`src/rtl/seq_div_4by2_pkg.sv`:
```
// Shared definitions for the sequential 4-by-2 restoring divider:
// default operand widths and the controller state encoding.
package div_pkg;

  localparam int DEF_N  = 4;
  localparam int DEF_M  = 2;
  localparam int DEF_CW = $clog2(DEF_N + 1);

  typedef enum logic [1:0] {
    IDLE = 2'd0,
    RUN  = 2'd1,
    DONE = 2'd2
  } state_t;

endpackage

```
`src/rtl/seq_div_4by2_if.sv`:
```
// Start/done operand bus of the divider; the requester drives the master
// side and the divider implements the slave side.
interface seq_div_4by2_if
  import div_pkg::*;
#(
  parameter int N = DEF_N,
  parameter int M = DEF_M
);

  logic         start;
  logic [N-1:0] a;
  logic [M-1:0] b;
  logic [N-1:0] q;
  logic [M-1:0] r;
  logic         busy;
  logic         done;
  logic         dz;

  modport master (
    output start, a, b,
    input  q, r, busy, done, dz
  );

  modport slave (
    input  start, a, b,
    output q, r, busy, done, dz
  );

endinterface

```
`src/rtl/seq_div_4by2_div_step.sv`:
```
// One combinational restoring-division step: shift the next dividend bit
// into the partial remainder and subtract the divisor when it fits.
module div_step
  import div_pkg::*;
#(
  parameter int M = DEF_M
) (
  input  logic [M:0]   i_pr,
  input  logic         i_bit,
  input  logic [M-1:0] i_b,
  output logic [M:0]   o_pr,
  output logic         o_qBit
);

  logic [M:0] w_prShift;
  logic [M:0] w_bExt;

  assign w_prShift = {i_pr[M-1:0], i_bit};
  assign w_bExt    = {1'b0, i_b};

  // The shifted remainder is below 2b, so one conditional subtract suffices
  always_comb begin
    o_pr   = w_prShift;
    o_qBit = 1'b0;
    if (w_prShift >= w_bExt) begin
      o_pr   = w_prShift - w_bExt;
      o_qBit = 1'b1;
    end
  end

endmodule

```
`src/rtl/seq_div_4by2.sv`:
```
// Sequential unsigned divider: one quotient bit per clock, MSB first,
// with a start/done handshake and a divide-by-zero shortcut.
module seq_div_4by2
  import div_pkg::*;
#(
  parameter int N = DEF_N,
  parameter int M = DEF_M
) (
  input  logic          clk,
  input  logic          rst_n,
  seq_div_4by2_if.slave bus
);

  localparam int CW = $clog2(N + 1);

  state_t       r_state;
  state_t       w_stateNext;
  logic [N-1:0] r_aReg;
  logic [M-1:0] r_bReg;
  logic [M:0]   r_pr;
  logic [N-1:0] r_qWork;
  logic [CW-1:0] r_count;
  logic [N-1:0] r_q;
  logic [M-1:0] r_r;
  logic         r_dz;

  logic [M:0]   w_prNext;
  logic         w_qBit;
  logic [N-1:0] w_qShift;
  logic         w_accept;
  logic         w_lastStep;

  div_step #(.M(M)) u_step (
    .i_pr   (r_pr),
    .i_bit  (r_aReg[N-1]),
    .i_b    (r_bReg),
    .o_pr   (w_prNext),
    .o_qBit (w_qBit)
  );

  assign w_qShift   = {r_qWork[N-2:0], w_qBit};
  assign w_accept   = (r_state == IDLE) && bus.start;
  assign w_lastStep = (r_state == RUN) && (r_count == CW'(1));

  always_ff @(posedge clk or negedge rst_n) begin
    if (!rst_n) r_state <= IDLE;
    else        r_state <= w_stateNext;
  end

  always_comb begin
    w_stateNext = r_state;
    case (r_state)
      IDLE: if (bus.start) w_stateNext = (bus.b == '0) ? DONE : RUN;
      RUN:  if (r_count == CW'(1)) w_stateNext = DONE;
      DONE: w_stateNext = IDLE;
      default: w_stateNext = IDLE;
    endcase
  end

  // Results are loaded on the edge entering DONE, so they are valid with done
  always_ff @(posedge clk or negedge rst_n) begin
    if (!rst_n) begin
      r_aReg  <= '0;
      r_bReg  <= '0;
      r_pr    <= '0;
      r_qWork <= '0;
      r_count <= '0;
      r_q     <= '0;
      r_r     <= '0;
      r_dz    <= 1'b0;
    end else if (w_accept) begin
      r_aReg  <= bus.a;
      r_bReg  <= bus.b;
      r_pr    <= '0;
      r_qWork <= '0;
      r_count <= CW'(N);
      if (bus.b == '0) begin
        r_q  <= '1;
        r_r  <= bus.a[M-1:0];
        r_dz <= 1'b1;
      end
    end else if (r_state == RUN) begin
      r_aReg  <= r_aReg << 1;
      r_pr    <= w_prNext;
      r_qWork <= w_qShift;
      r_count <= r_count - CW'(1);
      if (w_lastStep) begin
        r_q  <= w_qShift;
        r_r  <= w_prNext[M-1:0];
        r_dz <= 1'b0;
      end
    end
  end

  assign bus.q    = r_q;
  assign bus.r    = r_r;
  assign bus.dz   = r_dz;
  assign bus.busy = (r_state == RUN);
  assign bus.done = (r_state == DONE);

endmodule

```
`src/flat_wrapper.sv`:
```
// flat-port wrapper written by rule: the top's interface ports become plain ports
module seq_div_4by2_flat import div_pkg::*;
#(
  parameter int N = DEF_N,
  parameter int M = DEF_M
)
  (clk, rst_n, bus_start, bus_a, bus_b, bus_q, bus_r, bus_busy, bus_done, bus_dz);
  seq_div_4by2_if #(.N(N), .M(M)) bus_i ();
  input  logic clk;
  input  logic rst_n;
  input wire logic [$bits(bus_i.start)-1:0] bus_start;
  input wire logic [$bits(bus_i.a)-1:0] bus_a;
  input wire logic [$bits(bus_i.b)-1:0] bus_b;
  output wire logic [$bits(bus_i.q)-1:0] bus_q;
  output wire logic [$bits(bus_i.r)-1:0] bus_r;
  output wire logic [$bits(bus_i.busy)-1:0] bus_busy;
  output wire logic [$bits(bus_i.done)-1:0] bus_done;
  output wire logic [$bits(bus_i.dz)-1:0] bus_dz;
  assign bus_i.start = bus_start;
  assign bus_i.a = bus_a;
  assign bus_i.b = bus_b;
  assign bus_q = bus_i.q;
  assign bus_r = bus_i.r;
  assign bus_busy = bus_i.busy;
  assign bus_done = bus_i.done;
  assign bus_dz = bus_i.dz;
  seq_div_4by2 #(.N(N), .M(M)) u_core (.clk(clk), .rst_n(rst_n), .bus(bus_i));
endmodule
```
`config.mk`:
```
export PLATFORM = sky130hd
export DESIGN_NAME = seq_div_4by2_flat
export DESIGN_NICKNAME = d
export VERILOG_FILES = /design/src/rtl/seq_div_4by2_pkg.sv /design/src/rtl/seq_div_4by2_if.sv /design/src/rtl/seq_div_4by2_div_step.sv /design/src/rtl/seq_div_4by2.sv /design/src/flat_wrapper.sv
export SDC_FILE = /design/constraint.sdc
export NUM_CORES = 1
export LEC_CHECK = 0
export CORE_UTILIZATION = 27
export CTS_CLUSTER_SIZE = 25
export DETAILED_ROUTE_END_ITERATION = 8
export SYNTH_ARGS = -nofsm -noshare
export SYNTH_HDL_FRONTEND = slang
export SYNTH_HIERARCHICAL = 1
export SYNTH_SLANG_ARGS = --single-unit
```
`constraint.sdc`:
```
create_clock -name clk -period 1.8 [get_ports clk]
set_input_delay 0.36 -clock clk [delete_from_list [all_inputs] [get_ports clk]]
set_output_delay 0.36 -clock clk [all_outputs]
set_load 0.02 [all_outputs]
```
==> results.py, run 1 <==
metrics = {
    "yosys": {
        "syn_area_per_cell_um2": 9.94,
        "synthesis.nets": 127,
        "synth_area_um2": 1120,
        "yosys_warnings": 6,
        "syn_inst": 113,
    },
    "timing": {
        "grt_setup_unrepaired": "yes",
        "fin_ws_ps": -18.9,
        "min_period_ps": 1820,
        "finClkSkew_ps": 1.29,
        "setup_viol": 1,
        "slew_viol_final": 0,
        "hold_viol_final": 0,
        "finalCritPeriodShare_pct": 101,
        "worst_slew_pin_slew_ps": 436,
        "hold_ws_ps": 445,
        "relSlewSlack_pct": 70.9,
        "max_freq_mhz": 550,
    },
    "detailed_routing": {
        "num_vias": 870,
        "drc": 0,
        "drt_iter0_drc": 31,
        "wl_per_cell_um": 12.1,
        "ant_nets": 0,
        "via_per_inst": 4.53,
        "dr.pass1.iters": 4,
        "wirelength_um": 2320,
    },
    "cts": {
        "clk_pin_slew_ps": 80,
        "cts_tree": "done",
        "cts_inserted_buffers": 3,
        "clockBufferDepth": 2,
        "clkSinkCount": 23,
        "root_buffer": "clkbuf_8",
        "clk_latency_ps": 260,
        "cts_max_level": 1,
    },
    "global_route": {
        "grt_max_degree": 24,
        "antenna_found_initial": 0,
        "grt_use_total_pct": 12.0,
        "grt_first_pass_wirelength_um": 3960,
        "grt_overflow": 0,
        "grt_pass1_vias": 874,
    },
    "floorplanning": {
        "initial_core_util_pct": 28.1,
        "core_um2": 4000,
        "rows": 23,
        "die-area_um2": 4420,
        "die_h_um": 66.5,
        "die_w_um": 66.5,
        "io_pins": 18,
    },
    "setup_path": {
        "worstSetupStartpointType": "register",
        "crit_top_cell": "mux2_4",
        "path_cells": "inv_1 > ha_2 > fa_1 > mux2i_2 > mux2_4 > mux2_4",
        "crit_start": "u_core/r_aReg[3]",
        "reg2reg_depth": 6,
        "cp_max_fo": 2,
        "reg2reg_from": "u_core/r_aReg[3]",
        "critPathArrivalTime_ps": 1970,
        "cpPeakStageDelay_ps": 500,
        "crit_required_ps": 1950,
        "endpoint_kind": "register",
        "rrSetupSlack_ps": -20,
        "worst-setup-path-type": "register to register",
        "cp_slowest_cell": "fa_1",
        "cp-endpoint": "u_core/bus.r[1]",
        "reg2reg_to": "u_core/bus.r[1]",
    },
    "finish": {
        "syn_to_final_growth_pct": 32.4,
        "fin_cells": 192,
        "layout_commonest_cell": "nand2_1",
        "fin_util_pct": 37.2,
        "layout.nets": 157,
        "diodes": 0,
        "mostFrequentLayoutCells": "nand2_1 (26), dfrtp_1 (22), clkdlybuf4s50_1 (15)",
        "final_cell_area_um2": 1490,
        "layout-drive-gt1-share_pct": 18.3,
    },
    "power_and_ir_drop": {
        "leakagePower_nw": 0.704,
        "power.density_nw_per_um2": 1860,
        "peakVddDrop_mv": 0.901,
    },
    "placement": {
        "pre_cts_slack_ps": -160,
        "io_buffers": 17,
        "dp.cells": 188,
        "dpl.hpwl_um": 1720,
        "placedInstanceArea_um2": 1430,
        "gp_congestion": 0.699,
    },
    "hold_path": {
        "hp-class": "input pin to async pin",
    },
    "outcome": {
        "status": "finished with violations",
        "violations": "setup timing",
    },
    "flow_run": {
        "max_cap_violations": 0,
    },
}
-- routing by layer --
layer	share of wire [%]	global-route usage (%)	vias to the layer above
met1	51	16.2	405
li1	-	-	438
met4	0.34	2.39	0
met3	4.6	2.74	2
met2	44	19.5	25
met5	0	0	-
-- metrics by stage --
step | total power [mW] | setup TNS (ps)
4_1_cts | 2.75 | -50.1
2_1_floorplan | 1.83 | 0
6_report | 2.77 | -18.9
5_1_grt | 3.00 | -116
3_3_place_gp | 2.33 | -144
3_5_place_dp | 2.40 | -278
-- power by group --
part	switching, mW	internal, mW	leakage, nW
logic	0.760	0.779	0.409
registers	0.155	0.755	0.272
clock network	0.160	0.158	0.0228
total	1.07	1.69	0.704
-- worst max-delay path: cells and delay by family (launching register included) --
kind,cells,cell delay (ps)
adder cells (fa/ha/maj),2,690
buffers and inverters,1,50
flip-flops,1,350
multiplexers,3,630
-- timing repair --
action,4_1_cts,5_1_grt
gates cloned,0,0
pin swaps,3,4
resized for setup,5,3
hold buffers,0,0
endpoints found under the hold margin,0,0
setup buffers,0,0
endpoints found under the setup margin,4,2
-- registers in the layout (all words and copies together), names as in the netlist --
| register | flops |
|---|---|
| u_core/bus.q | 4 |
| u_core/r_state | 2 |
| u_core/r_aReg | 4 |
| u_core/bus.r | 2 |
| u_core/r_bReg | 2 |
| u_core/r_qWork | 3 |
| u_core/r_pr | 2 |
| u_core/bus.dz | 1 |
| u_core/r_count | 3 |
-- how the worst min path moves through the flow --
stage                           from                end  slack, ps  cells past startpoint
floorplan                      rst_n      u_core/bus.dz         60                      0
detailed placement  u_core/r_aReg[1]   u_core/r_aReg[1]        460                      2
finish                         rst_n  u_core/r_count[0]        440                      2
CTS                            rst_n  u_core/r_count[0]        460                      2
global route                   rst_n  u_core/r_count[0]        480                      2
global placement    u_core/r_aReg[1]   u_core/r_aReg[1]        450                      2
-- cell type report --
type	instances	area (µm²)
clock buffer	4	45.0
fill	398	2510
inverter	7	26.3
multi-input combinational	80	527
sequential	23	577
tap	50	62.6
timing repair buffer	28	250
(Power assumes the default switching activity.)
==> run 2, diff against run 1 <==
Clock period 1.8 ns to 1.7 ns, I/O delays scaled along.
==> results.py, run 2 (synthesis gave the netlist of run 1 again) <==
metrics = {
    "finish": {
        "mostFrequentLayoutCells": "nand2_1 (26), dfrtp_1 (22), clkdlybuf4s50_1 (15), buf_4 (15), nor2_1 (9)",
        "layout_commonest_cell": "nand2_1",
        "multi_input_area_um2": 533,
        "num-fill-cells": 392,
        "fin_util_pct": 38.1,
        "syn_to_final_growth_pct": 35.7,
        "diodes": 0,
        "register_area_um2": 577,
        "layout-drive-gt1-share_pct": 22.6,
        "layout.nets": 161,
        "final_cell_area_um2": 1530,
    },
    "cts": {
        "clk_pin_slew_ps": 80,
        "cts_max_level": 1,
        "cts_inserted_buffers": 3,
        "root_buffer": "clkbuf_8",
        "cts_tree": "done",
        "clkSinkCount": 23,
        "clockBufferDepth": 2,
        "holdBufCountCts": 0,
        "clk_latency_ps": 270,
    },
    "timing": {
        "setup_viol": 2,
        "max_freq_mhz": 555,
        "tns_ps": -195,
        "worst_slew_pin_slew_ps": 418,
        "min_period_ps": 1800,
        "finalCritPeriodShare_pct": 106,
        "fin_ws_ps": -103,
        "hold_viol_final": 0,
        "grt_setup_unrepaired": "yes",
        "hold_ws_ps": 421,
        "relSlewSlack_pct": 72.1,
        "finClkSkew_ps": 4.56,
        "slew_viol_final": 0,
    },
    "placement": {
        "placedInstanceArea_um2": 1480,
        "dpl.hpwl_um": 1830,
        "gp_congestion": 0.779,
        "io_buffers": 17,
        "pre_cts_slack_ps": -209,
    },
    "floorplanning": {
        "initial_core_util_pct": 28.1,
        "rows": 23,
        "die_h_um": 66.5,
        "die-area_um2": 4420,
        "core_um2": 4000,
        "io_pins": 18,
        "die_w_um": 66.5,
    },
    "power_and_ir_drop": {
        "combPwrFrac_pct": 55.8,
        "power.density_nw_per_um2": 1960,
        "peakVddDrop_mv": 0.930,
        "clock_power_share_pct": 11.3,
        "sw_frac_of_total_pct": 39.1,
        "leakagePower_nw": 0.724,
        "power_frac_seq_pct": 32.9,
        "p_sw_mw": 1.17,
        "p_int_mw": 1.82,
    },
    "detailed_routing": {
        "drt_iter0_drc": 25,
        "dr.pass1.iters": 4,
        "wirelength_um": 2360,
        "num_vias": 891,
        "wl_per_cell_um": 12.0,
        "ant_nets": 0,
        "via_per_inst": 4.55,
        "drc": 0,
    },
    "setup_path": {
        "cp_max_fo": 2,
        "worst-setup-path-type": "register to register",
        "cpPeakStageDelay_ps": 500,
        "cp-endpoint": "u_core/bus.r[1]",
        "critPathArrivalTime_ps": 1960,
        "cp_slowest_cell": "fa_1",
        "crit_start": "u_core/r_aReg[3]",
        "reg2reg_from": "u_core/r_aReg[3]",
        "worstSetupStartpointType": "register",
        "reg2reg_depth": 6,
        "crit_top_cell": "mux2_4",
        "reg2reg_to": "u_core/bus.r[1]",
        "endpoint_kind": "register",
        "rrSetupSlack_ps": -100,
        "crit_required_ps": 1850,
        "path_cells": "inv_1 > ha_2 > fa_1 > mux2i_2 > mux2_4 > mux2_4",
    },
    "global_route": {
        "grt_first_pass_wirelength_um": 4130,
        "grt_use_total_pct": 12.6,
        "grt_max_degree": 24,
        "antenna_found_initial": 0,
        "grt_pass1_vias": 947,
        "grt_overflow": 0,
    },
    "outcome": {
        "violations": "setup timing",
        "status": "finished with violations",
    },
    "hold_path": {
        "hp-class": "input pin to async pin",
    },
    "flow_run": {
        "max_cap_violations": 0,
    },
}
run 2: layout make-up:
cell class,instances,area share [%]
clock buffers,3,2.71
inverters,7,1.72
repair buffers,32,18.4
flip-flops and latches,23,37.8
clock inverters,1,0.328
multi-input cells,80,34.9
well taps,50,4.10
run 2: per-stage QoR:
stage               power (mW)  instances
floorplan                 1.99        113
global placement          2.56        192
detailed placement        2.63        192
CTS                       3.01        196
global route              3.25        196
finish                    2.99        196
run 2: metal layers:
layer,part of all wire (%),track usage (%),vias to the layer above
met5,0,0,-
met4,0.98,4.26,0
met3,5.3,3.42,2
met2,48,21.3,24
met1,46,15.2,420
li1,-,-,445
run 2: worst min path at each step:
stage	start	to	slack (ps)	depth (start not counted)
final	rst_n	u_core/r_state[1]	420	2
after global routing	rst_n	u_core/r_state[1]	450	2
after CTS	rst_n	u_core/r_state[1]	430	2
after detailed placement	u_core/r_aReg[1]	u_core/r_aReg[1]	460	2
after global placement	u_core/r_aReg[1]	u_core/r_aReg[1]	450	2
after floorplan	rst_n	u_core/bus.dz	40	0
run 2: power groups by stage:
stage                     sequential (mW)  clock [mW]  combinational [mW]
after floorplan                      1.05           0               0.943
after global placement              0.975           0                1.58
after detailed placement            0.991           0                1.64
after CTS                           0.985       0.353                1.67
after global routing                 1.02       0.373                1.86
final                               0.985       0.337                1.67
run 2: critical path: cells and delay by family (launching register included):
family	cells	cell delay, ps
fa+ha+maj	2	680
buf+inv	1	50
flops	1	340
mux	3	620
run 2: what timing repair did:
action	CTS	global route
pin swaps	1	0
gates cloned	0	0
setup buffers	0	0
setup endpoints to repair	4	2
resized for setup	4	1
